`src/rtl/bky_autoload_ctrl.sv`:
```
// bky_autoload_ctrl: Buckeye amplifier autoload sequencer.
// Reads the stored shift pattern from config RAM (word 0 first, MSB first) and
// streams it serially into the NAMPS-amplifier shift chain.
// Optional feature macro: BKY_AL_READBACK_EN (two back-to-back passes; the
// second pass compares the chain return against the pattern and flags ERR).
// Ports:
//   clk1mhz_i      1 MHz clock (also gates the amplifier shift clock downstream)
//   rst_n_i        asynchronous active-low reset
//   start_i        single-cycle load request, honoured only when idle
//   abort_i        terminate a running load (SETUP/SHIFT only)
//   rd_addr_o      config RAM word address
//   rd_data_i      config RAM data, valid one cycle after rd_addr_o
//   al_rtn_i       chain return, used only for readback
//   al_bky_ena_o   autoload owns the chain
//   al_shck_ena_o  enables shift clock pulses
//   al_sdata_o     serial data into amp 1
//   busy_o         load in progress
//   done_o         one-cycle completion/abort pulse
//   err_o          sticky readback mismatch flag
module bky_autoload_ctrl #(
    parameter int unsigned NAMPS  = 6,
    parameter int unsigned BPA    = 48,
    parameter int unsigned WORD_W = 16,
    parameter int unsigned AW     = 5,
    parameter int unsigned GUARD  = 2
) (
    input  logic              clk1mhz_i,
    input  logic              rst_n_i,
    input  logic              start_i,
    input  logic              abort_i,
    output logic [AW-1:0]     rd_addr_o,
    input  logic [WORD_W-1:0] rd_data_i,
    input  logic              al_rtn_i,
    output logic              al_bky_ena_o,
    output logic              al_shck_ena_o,
    output logic              al_sdata_o,
    output logic              busy_o,
    output logic              done_o,
    output logic              err_o
);

    localparam int unsigned NBITS  = NAMPS * BPA;
    localparam int unsigned NWORDS = NBITS / WORD_W;
    localparam int unsigned CW     = $clog2(NBITS + 1);
    localparam int unsigned WBW    = $clog2(WORD_W);
    localparam int unsigned GW     = (GUARD > 1) ? $clog2(GUARD) : 1;

    typedef enum logic [1:0] {
        ST_IDLE,
        ST_SETUP,
        ST_SHIFT,
        ST_TRAIL
    } state_e;

    state_e            state_q, state_d;
    logic [GW-1:0]     gcnt_q, gcnt_d;
    logic [CW-1:0]     bcnt_q, bcnt_d;
    logic [WBW-1:0]    wbit_q, wbit_d;
    logic [WORD_W-1:0] shreg_q, shreg_d;
    logic [AW-1:0]     rd_addr_q, rd_addr_d;
    logic              bky_q, bky_d;
    logic              shck_q, shck_d;
    logic              busy_q, busy_d;
    logic              done_q, done_d;
    logic              err_q, err_d;
    logic [AW-1:0]     addr_next;
    logic              last_pass;
`ifdef BKY_AL_READBACK_EN
    logic              pass_q, pass_d;
`else
    logic              unused_rtn;
    assign unused_rtn = al_rtn_i;
`endif

    // Prefetch address for the word after the current one.
    always_comb begin
        addr_next = (rd_addr_q == AW'(NWORDS - 1)) ? rd_addr_q : rd_addr_q + AW'(1);
`ifdef BKY_AL_READBACK_EN
        // Last word of pass 1 wraps the prefetch back to word 0 for pass 2.
        if (!pass_q && rd_addr_q == AW'(NWORDS - 1)) begin
            addr_next = '0;
        end
        last_pass = pass_q;
`else
        last_pass = 1'b1;
`endif
    end

    // Next-state and output logic.
    always_comb begin
        state_d   = state_q;
        gcnt_d    = gcnt_q;
        bcnt_d    = bcnt_q;
        wbit_d    = wbit_q;
        shreg_d   = shreg_q;
        rd_addr_d = rd_addr_q;
        bky_d     = bky_q;
        shck_d    = shck_q;
        busy_d    = busy_q;
        done_d    = 1'b0;
        err_d     = err_q;
`ifdef BKY_AL_READBACK_EN
        pass_d    = pass_q;
`endif
        unique case (state_q)
            ST_IDLE: begin
                // Parking the address at 0 keeps word 0 ready for the next load.
                rd_addr_d = '0;
                if (start_i) begin
                    state_d = ST_SETUP;
                    gcnt_d  = '0;
                    busy_d  = 1'b1;
                    bky_d   = 1'b1;
                    err_d   = 1'b0;
                end
            end
            ST_SETUP: begin
                if (abort_i) begin
                    state_d = ST_TRAIL;
                    gcnt_d  = '0;
                end else if (gcnt_q == GW'(GUARD - 1)) begin
                    state_d   = ST_SHIFT;
                    shck_d    = 1'b1;
                    shreg_d   = rd_data_i;
                    rd_addr_d = addr_next;
                    bcnt_d    = '0;
                    wbit_d    = '0;
`ifdef BKY_AL_READBACK_EN
                    pass_d    = 1'b0;
`endif
                end else begin
                    gcnt_d = gcnt_q + GW'(1);
                end
            end
            ST_SHIFT: begin
                if (abort_i || (bcnt_q == CW'(NBITS - 1) && last_pass)) begin
                    // Shift clock stops at once; data line returns low.
                    state_d = ST_TRAIL;
                    shck_d  = 1'b0;
                    shreg_d = '0;
                    gcnt_d  = '0;
                end else begin
                    bcnt_d = (bcnt_q == CW'(NBITS - 1)) ? '0 : bcnt_q + CW'(1);
                    if (wbit_q == WBW'(WORD_W - 1)) begin
                        shreg_d   = rd_data_i;
                        wbit_d    = '0;
                        rd_addr_d = addr_next;
                    end else begin
                        shreg_d = {shreg_q[WORD_W-2:0], 1'b0};
                        wbit_d  = wbit_q + WBW'(1);
                    end
`ifdef BKY_AL_READBACK_EN
                    if (bcnt_q == CW'(NBITS - 1)) begin
                        pass_d = 1'b1;
                    end
`endif
                end
            end
            ST_TRAIL: begin
                if (gcnt_q == GW'(GUARD - 1)) begin
                    state_d   = ST_IDLE;
                    bky_d     = 1'b0;
                    busy_d    = 1'b0;
                    done_d    = 1'b1;
                    rd_addr_d = '0;
                end else begin
                    gcnt_d = gcnt_q + GW'(1);
                end
            end
            default: state_d = ST_IDLE;
        endcase
`ifdef BKY_AL_READBACK_EN
        // The chain return is sampled before the amps shift, so it must equal the
        // pattern bit about to be driven in this pass-2 cycle.
        if (state_d == ST_SHIFT && pass_d && (al_rtn_i != shreg_d[WORD_W-1])) begin
            err_d = 1'b1;
        end
`endif
    end

    // State and output registers.
    always_ff @(posedge clk1mhz_i or negedge rst_n_i) begin
        if (!rst_n_i) begin
            state_q   <= ST_IDLE;
            gcnt_q    <= '0;
            bcnt_q    <= '0;
            wbit_q    <= '0;
            shreg_q   <= '0;
            rd_addr_q <= '0;
            bky_q     <= 1'b0;
            shck_q    <= 1'b0;
            busy_q    <= 1'b0;
            done_q    <= 1'b0;
            err_q     <= 1'b0;
`ifdef BKY_AL_READBACK_EN
            pass_q    <= 1'b0;
`endif
        end else begin
            state_q   <= state_d;
            gcnt_q    <= gcnt_d;
            bcnt_q    <= bcnt_d;
            wbit_q    <= wbit_d;
            shreg_q   <= shreg_d;
            rd_addr_q <= rd_addr_d;
            bky_q     <= bky_d;
            shck_q    <= shck_d;
            busy_q    <= busy_d;
            done_q    <= done_d;
            err_q     <= err_d;
`ifdef BKY_AL_READBACK_EN
            pass_q    <= pass_d;
`endif
        end
    end

    assign rd_addr_o     = rd_addr_q;
    assign al_bky_ena_o  = bky_q;
    assign al_shck_ena_o = shck_q;
    assign al_sdata_o    = shreg_q[WORD_W-1];
    assign busy_o        = busy_q;
    assign done_o        = done_q;
    assign err_o         = err_q;

endmodule

```
`config.mk`:
```
export PLATFORM = sky130hd
export DESIGN_NAME = bky_autoload_ctrl
export DESIGN_NICKNAME = d
export VERILOG_FILES = /design/src/rtl/bky_autoload_ctrl.sv
export SDC_FILE = /design/constraint.sdc
export NUM_CORES = 1
export LEC_CHECK = 0
export CORE_MARGIN = 2
export CORE_UTILIZATION = 45
export DETAILED_ROUTE_END_ITERATION = 6
export PLACE_DENSITY = 0.7
export SYNTH_ARGS = -nofsm -noshare
export SYNTH_HDL_FRONTEND = slang
export SYNTH_SLANG_ARGS = --single-unit
```
`constraint.sdc`:
```
create_clock -name clk1mhz_i -period 2.3 [get_ports clk1mhz_i]
set_input_delay 0.69 -clock clk1mhz_i [delete_from_list [all_inputs] [get_ports clk1mhz_i]]
set_output_delay 0.69 -clock clk1mhz_i [all_outputs]
set_load 0.1 [all_outputs]
```
Word level (Yosys, flattened, before mapping) --
Cells that the tools add are included.
Word-level totals: bits in registers 40, input port bits 21, output and inout port bits 11, word-level logic and storage cells 79
Cells by class: add/subtract/negate cells 4, equality and inequality tests 14, muxes and demuxes 41, reduce and logical (&&, ||, !) cells 11
Operator list (number):
- $mux W16 | 4
- $mux W9 | 4
- $pmux W16 S2 | 1
- $mux W5 | 6
- $pmux W5 S4 | 1
- $pmux W9 S2 | 1
- $mux W4 | 4
- $ne A2 B2 Y1 const B | 7
- $reduce_and A4 Y1 | 3
- $mux W1 | 10
- $mux W2 | 5
- $add A9 B1 Y9 const B | 1
- $eq A9 B9 Y1 const B | 1
- $pmux W2 S4 | 1
- $pmux W4 S2 | 1
- $reduce_and A3 Y1 | 2
- $add A5 B1 Y5 const B | 1
- $eq A5 B5 Y1 const B | 1
- $reduce_and A5 Y1 | 1
- $add A4 B1 Y4 const B | 1
- $eq A2 B2 Y1 const B | 2
- $eq A4 B4 Y1 const B | 1
- $pmux W1 S2 | 2
- $pmux W1 S4 | 1
- other kinds (7) | 8

Longest topological paths before layout --
depth in word-level cells 5, mapped depth 8, mapped depth without buffers 7

Least setup slack after synthesis --
Ideal clock, no wire load.
kind register to register, from register rd_addr_q[1] (netlist: rd_addr_o[1]), to register rd_addr_q[3] (netlist: rd_addr_o[3]), library setup time 0.071 ns, arrival 2.148 ns, slack 0.082 ns, cell stages (with the launch flop) 7, clock period less this slack 2.218 ns, cell sequence dfrtp_1 inv_1 ha_1 nand4_1 o2111ai_4 or4b_1 nand3_1
On the way: cells in the longest elaborated chain, start to end 5, elaborated cells between the ends (all ways) 8, those cells by class 1 x add/sub; 1 x eq/ne; 6 x mux
Ends and longest elaborated chain:
- from (decl) | RTL line 60 | logic [AW-1:0] rd_addr_q, rd_addr_d;
- from (signal assigned) | RTL line 204 | rd_addr_q <= rd_addr_d;
- $add A5 B1 Y5 or $eq A5 B5 Y1 (tied branches) | RTL line 77 | addr_next = (rd_addr_q == AW'(NWORDS - 1)) ? rd_addr_q : rd_addr_q + AW'(1);
- $mux W5 * | RTL line 77
- $mux W5 (on tied branches) | RTL line 144, 121
- $mux W5 (on tied branches) | RTL line 136, 118
- $pmux W5 S4 * | RTL line 105 | unique case (state_q)
Mark *: on every way between the ends. The rest lies on a longest branch, timed or not. The select of a mux whose other input is x is not followed. A chain may end at the register's enable or synchronous reset.

Final worst setup path --
from input port abort_i, to register bcnt_q[8]
On the way: cells in the longest elaborated chain, start to end 3, elaborated cells between the ends (all ways) 4, those cells by class 2 x eq/ne; 2 x reduce/logical
Ends and longest elaborated chain:
- from (decl) | RTL line 30 | input logic abort_i,
- $logic_or A1 B1 Y1 | RTL line 136 | if (abort_i || (bcnt_q == CW'(NBITS - 1) && last_pass)) begin
- $ne A2 B2 Y1 (no line)
- $reduce_and A4 Y1 (no line) *
- to (signal assigned) | RTL line 201 | bcnt_q <= bcnt_d;
- to (decl) | RTL line 57 | logic [CW-1:0] bcnt_q, bcnt_d;
Mark *: on every way between the ends. The rest lies on a longest branch, timed or not.

==> results.sh <==
export IMPL_status="complete, no violations"
export IMPL_rows=25
export IMPL_core_area_um2=4750
export IMPL_fin_nets=304
export IMPL_cts_made_buffers=5
export IMPL_cts_sinks=40
export IMPL_antenna_found_initial=0
export IMPL_ys_flop_type="dfrtp_1"
export IMPL_synth_top_family_by_area="compound AO/OA/AOI/OAI gates"
export IMPL_worstPathRequired_ps=2490
export IMPL_r2r_cells=4
export IMPL_ys_seq_area_share_pct=44.7
export IMPL_die_width_um=74.5
export IMPL_htreeDepth=2
export IMPL_slew_headroom_pct=65.1
export IMPL_rsz0062_at_grt="no"
export IMPL_routed_wl_um=4610
export IMPL_wl_per_cell_um=13.5
export IMPL_synth_simple_area_share_pct=17.5
export IMPL_root_buffer="clkbuf_8"
export IMPL_holdBufCountCts=0
export IMPL_end_kind="register"
export IMPL_cp_start_kind="input pin"
export IMPL_finClkSkew_ps=7.39
export IMPL_synth_edf_count=0
export IMPL_fp_dieArea_um2=5560
export IMPL_path_clk_slew_ps=80
export IMPL_post_cts_resized=0
export IMPL_period_share_pct=92.6
export IMPL_final_util_pct=58.2
export IMPL_routabilityCongestion=0.828
export IMPL_die_y_um=74.5
export IMPL_place_port_buffers=29
export IMPL_ant_nets=0
export IMPL_drive_gt1_share_pct=14.9
export IMPL_pwr_share_clk_pct=12.8
export IMPL_gr_total_overflow=0
export IMPL_cts_tree="yes"
export IMPL_cap_violations=0
export IMPL_drcViolationCount=0
export IMPL_clkLatencyLatePin_ps=290
export IMPL_synth_area_um2=2240
export IMPL_power_frac_seq_pct=31.2
export IMPL_reg2reg_from="bcnt_q[5]$_DFFE_PN0P_"
export IMPL_r2r_end="shreg_q[4]$_DFFE_PN0P_"
export IMPL_yosysWarnings=0
export IMPL_yosys_area_share_adder_pct=5.03
export IMPL_cts_buffer_depth=2
export IMPL_dp_cells=334
export IMPL_peakVddDrop_v=0.000830
export IMPL_yosys_area_top_type="dfrtp_1"
export IMPL_fmax_ghz=0.469
export IMPL_initial_core_util_pct=47.1
export IMPL_drt_pass1_iterations=4
export IMPL_p_sw_share_pct=47.5
export IMPL_hold_slack_ps=331
export IMPL_avgSynthCellArea_um2=9.53
export IMPL_synth_most_common_cell="nand2_1"
export IMPL_grt_max_degree=29
export IMPL_boundaryPins=32
export IMPL_p_int_w=0.00198
export IMPL_synth_compound_area_share_pct=19.2
export IMPL_power_frac_comb_pct=55.9
export IMPL_muxShareOfSynthArea_pct=7.65
export IMPL_hold_viol_final=0
export IMPL_synthDistinctLibCells=46
export IMPL_finalSetupTns_ps=0
export IMPL_grt_usage_pct=18.1
export IMPL_synth_top_cells_by_area="dfrtp_1 (45%), nand2_1 (7.4%), mux2i_1 (7.2%)"
export IMPL_period_minus_slack_ps=2130
export IMPL_hold_class="in2async"
export IMPL_dr_total_vias=1844
export IMPL_routed_via_density=5.39
export IMPL_synth_common_cells="nand2_1 (44), dfrtp_1 (40), mux2i_1 (16), o221ai_1 (15), nand3_1 (14)"
export IMPL_layout_area_overhead_vs_synth_pct=23.6
export IMPL_setup_viol=0
export IMPL_synth_top_cell_area_share_pct=44.7
export IMPL_worst_pin_slew_ps=511
export IMPL_p_leak_nw=1.33
export IMPL_fillers=426
export IMPL_crit_type="in2reg"
export IMPL_post_cts_buffers=0
export IMPL_synthArstFlopShare_pct=100
export IMPL_synth_seq_cells=40
export IMPL_critPathMaxFanout=7
export IMPL_fin_cells=342
export IMPL_diodes=0
export IMPL_grt_pass1_vias=1677
export IMPL_grt_pass1_wl_um=7710
export IMPL_arrival_ps=2320
export IMPL_synth_xor_area_share_pct=1.17
export IMPL_switching_power_w=0.00179
export IMPL_place_hpwl_um=3290
export IMPL_synth_fp_nets=265
export IMPL_synthCells=235
export IMPL_powerDensity_nw_per_um2=1360
export IMPL_reg2reg_slack_ps=200
export IMPL_drv_slew=0
export IMPL_drt_iter0_markers=38
-- power groups by stage --
stage / Sequential [W] / Clock (W) / Combinational, W
2_1_floorplan: 0.00157 / 0 / 0.00111
3_3_place_gp: 0.00118 / 0 / 0.00208
3_5_place_dp: 0.00119 / 0 / 0.00213
4_1_cts: 0.00118 / 0.000498 / 0.00213
5_1_grt: 0.00122 / 0.000525 / 0.00232
6_report: 0.00118 / 0.000484 / 0.00211
-- cells by family (layout without fill, tap and decap cells) --
| group | after synthesis | in the layout |
|---|---|---|
| other | 1 | 1 |
| AO/OA/AOI/OAI | 57 | 57 |
| AND/OR/NAND/NOR | 84 | 84 |
| flip-flops | 40 | 40 |
| adder cells (fa/ha/maj) | 9 | 9 |
| buffers and inverters | 24 | 64 |
| multiplexers | 17 | 17 |
| XOR/XNOR | 3 | 3 |
-- stage by stage --
| stage | setup slack [ps] | total power, W | cell area, µm² |
|---|---|---|---|
| 3_3_place_gp | -87.7 | 0.00327 | 2680 |
| 4_1_cts | 192 | 0.00381 | 2770 |
| 6_report | 170 | 0.00377 | 2770 |
| 2_1_floorplan | 81.6 | 0.00268 | 2240 |
| 5_1_grt | 73.8 | 0.00406 | 2770 |
| 3_5_place_dp | -135 | 0.00332 | 2680 |
-- worst max-delay path by stage --
stage	startpoint	endpoint	slack [ps]	cells past startpoint
after floorplan	rd_addr_o[1]$_DFFE_PN0P_	rd_addr_o[3]$_DFFE_PN0P_	80	6
after global placement	abort_i	rd_addr_o[3]$_DFFE_PN0P_	-90	6
after detailed placement	abort_i	bcnt_q[8]$_DFFE_PN0P_	-140	6
after CTS	abort_i	bcnt_q[8]$_DFFE_PN0P_	190	6
after global routing	abort_i	bcnt_q[8]$_DFFE_PN0P_	70	6
final	abort_i	bcnt_q[8]$_DFFE_PN0P_	170	6
-- flip-flops by register name (all words and copies together), names as in the netlist --
name,flops
shreg_q,16
bcnt_q,9
rd_addr_o,5
wbit_q,4
state_q,2
al_shck_ena_o,1
busy_o,1
done_o,1
gcnt_q,1
-- final cells by class --
cell class	instances	area [µm²]	area share (%)
clock buffers	8	90.1	3.25
inverters	10	37.5	1.36
multi-input cells	171	1140	41.3
flip-flops and latches	40	1000	36.1
well taps	67	83.8	3.03
repair buffers	46	413	14.9
-- cells in the final DEF (no fill, tap or decap), types with 6 or more instances in the layout --
master            n
clkdlybuf4s50_1  18
mux2i_1          16
dfrtp_1          40
inv_1             9
clkbuf_8          6
nor2_1           10
nand2_1          44
o21ai_0          11
buf_4            25
o221ai_1         15
nand3_1          14
ha_1              9
a21oi_1           6
-- critical path, cell delays in order --
cell and delay, ps:
clkdlybuf4s50_1 430, inv_1 220, a31oi_2 210, a2111oi_0 540, xnor2_1 180, nor2_1 50
-- per-layer routing --
layer | GRT usage (%) | share of wire, % | vias to the layer above
met3 | 3.93 | 2.8 | 8
met2 | 27.5 | 47 | 22
met5 | 0 | 0 | -
li1 | - | - | 930
met1 | 25.6 | 49 | 884
met4 | 6.75 | 1.5 | 0
No activity file was read; power rests on OpenSTA's default activity.
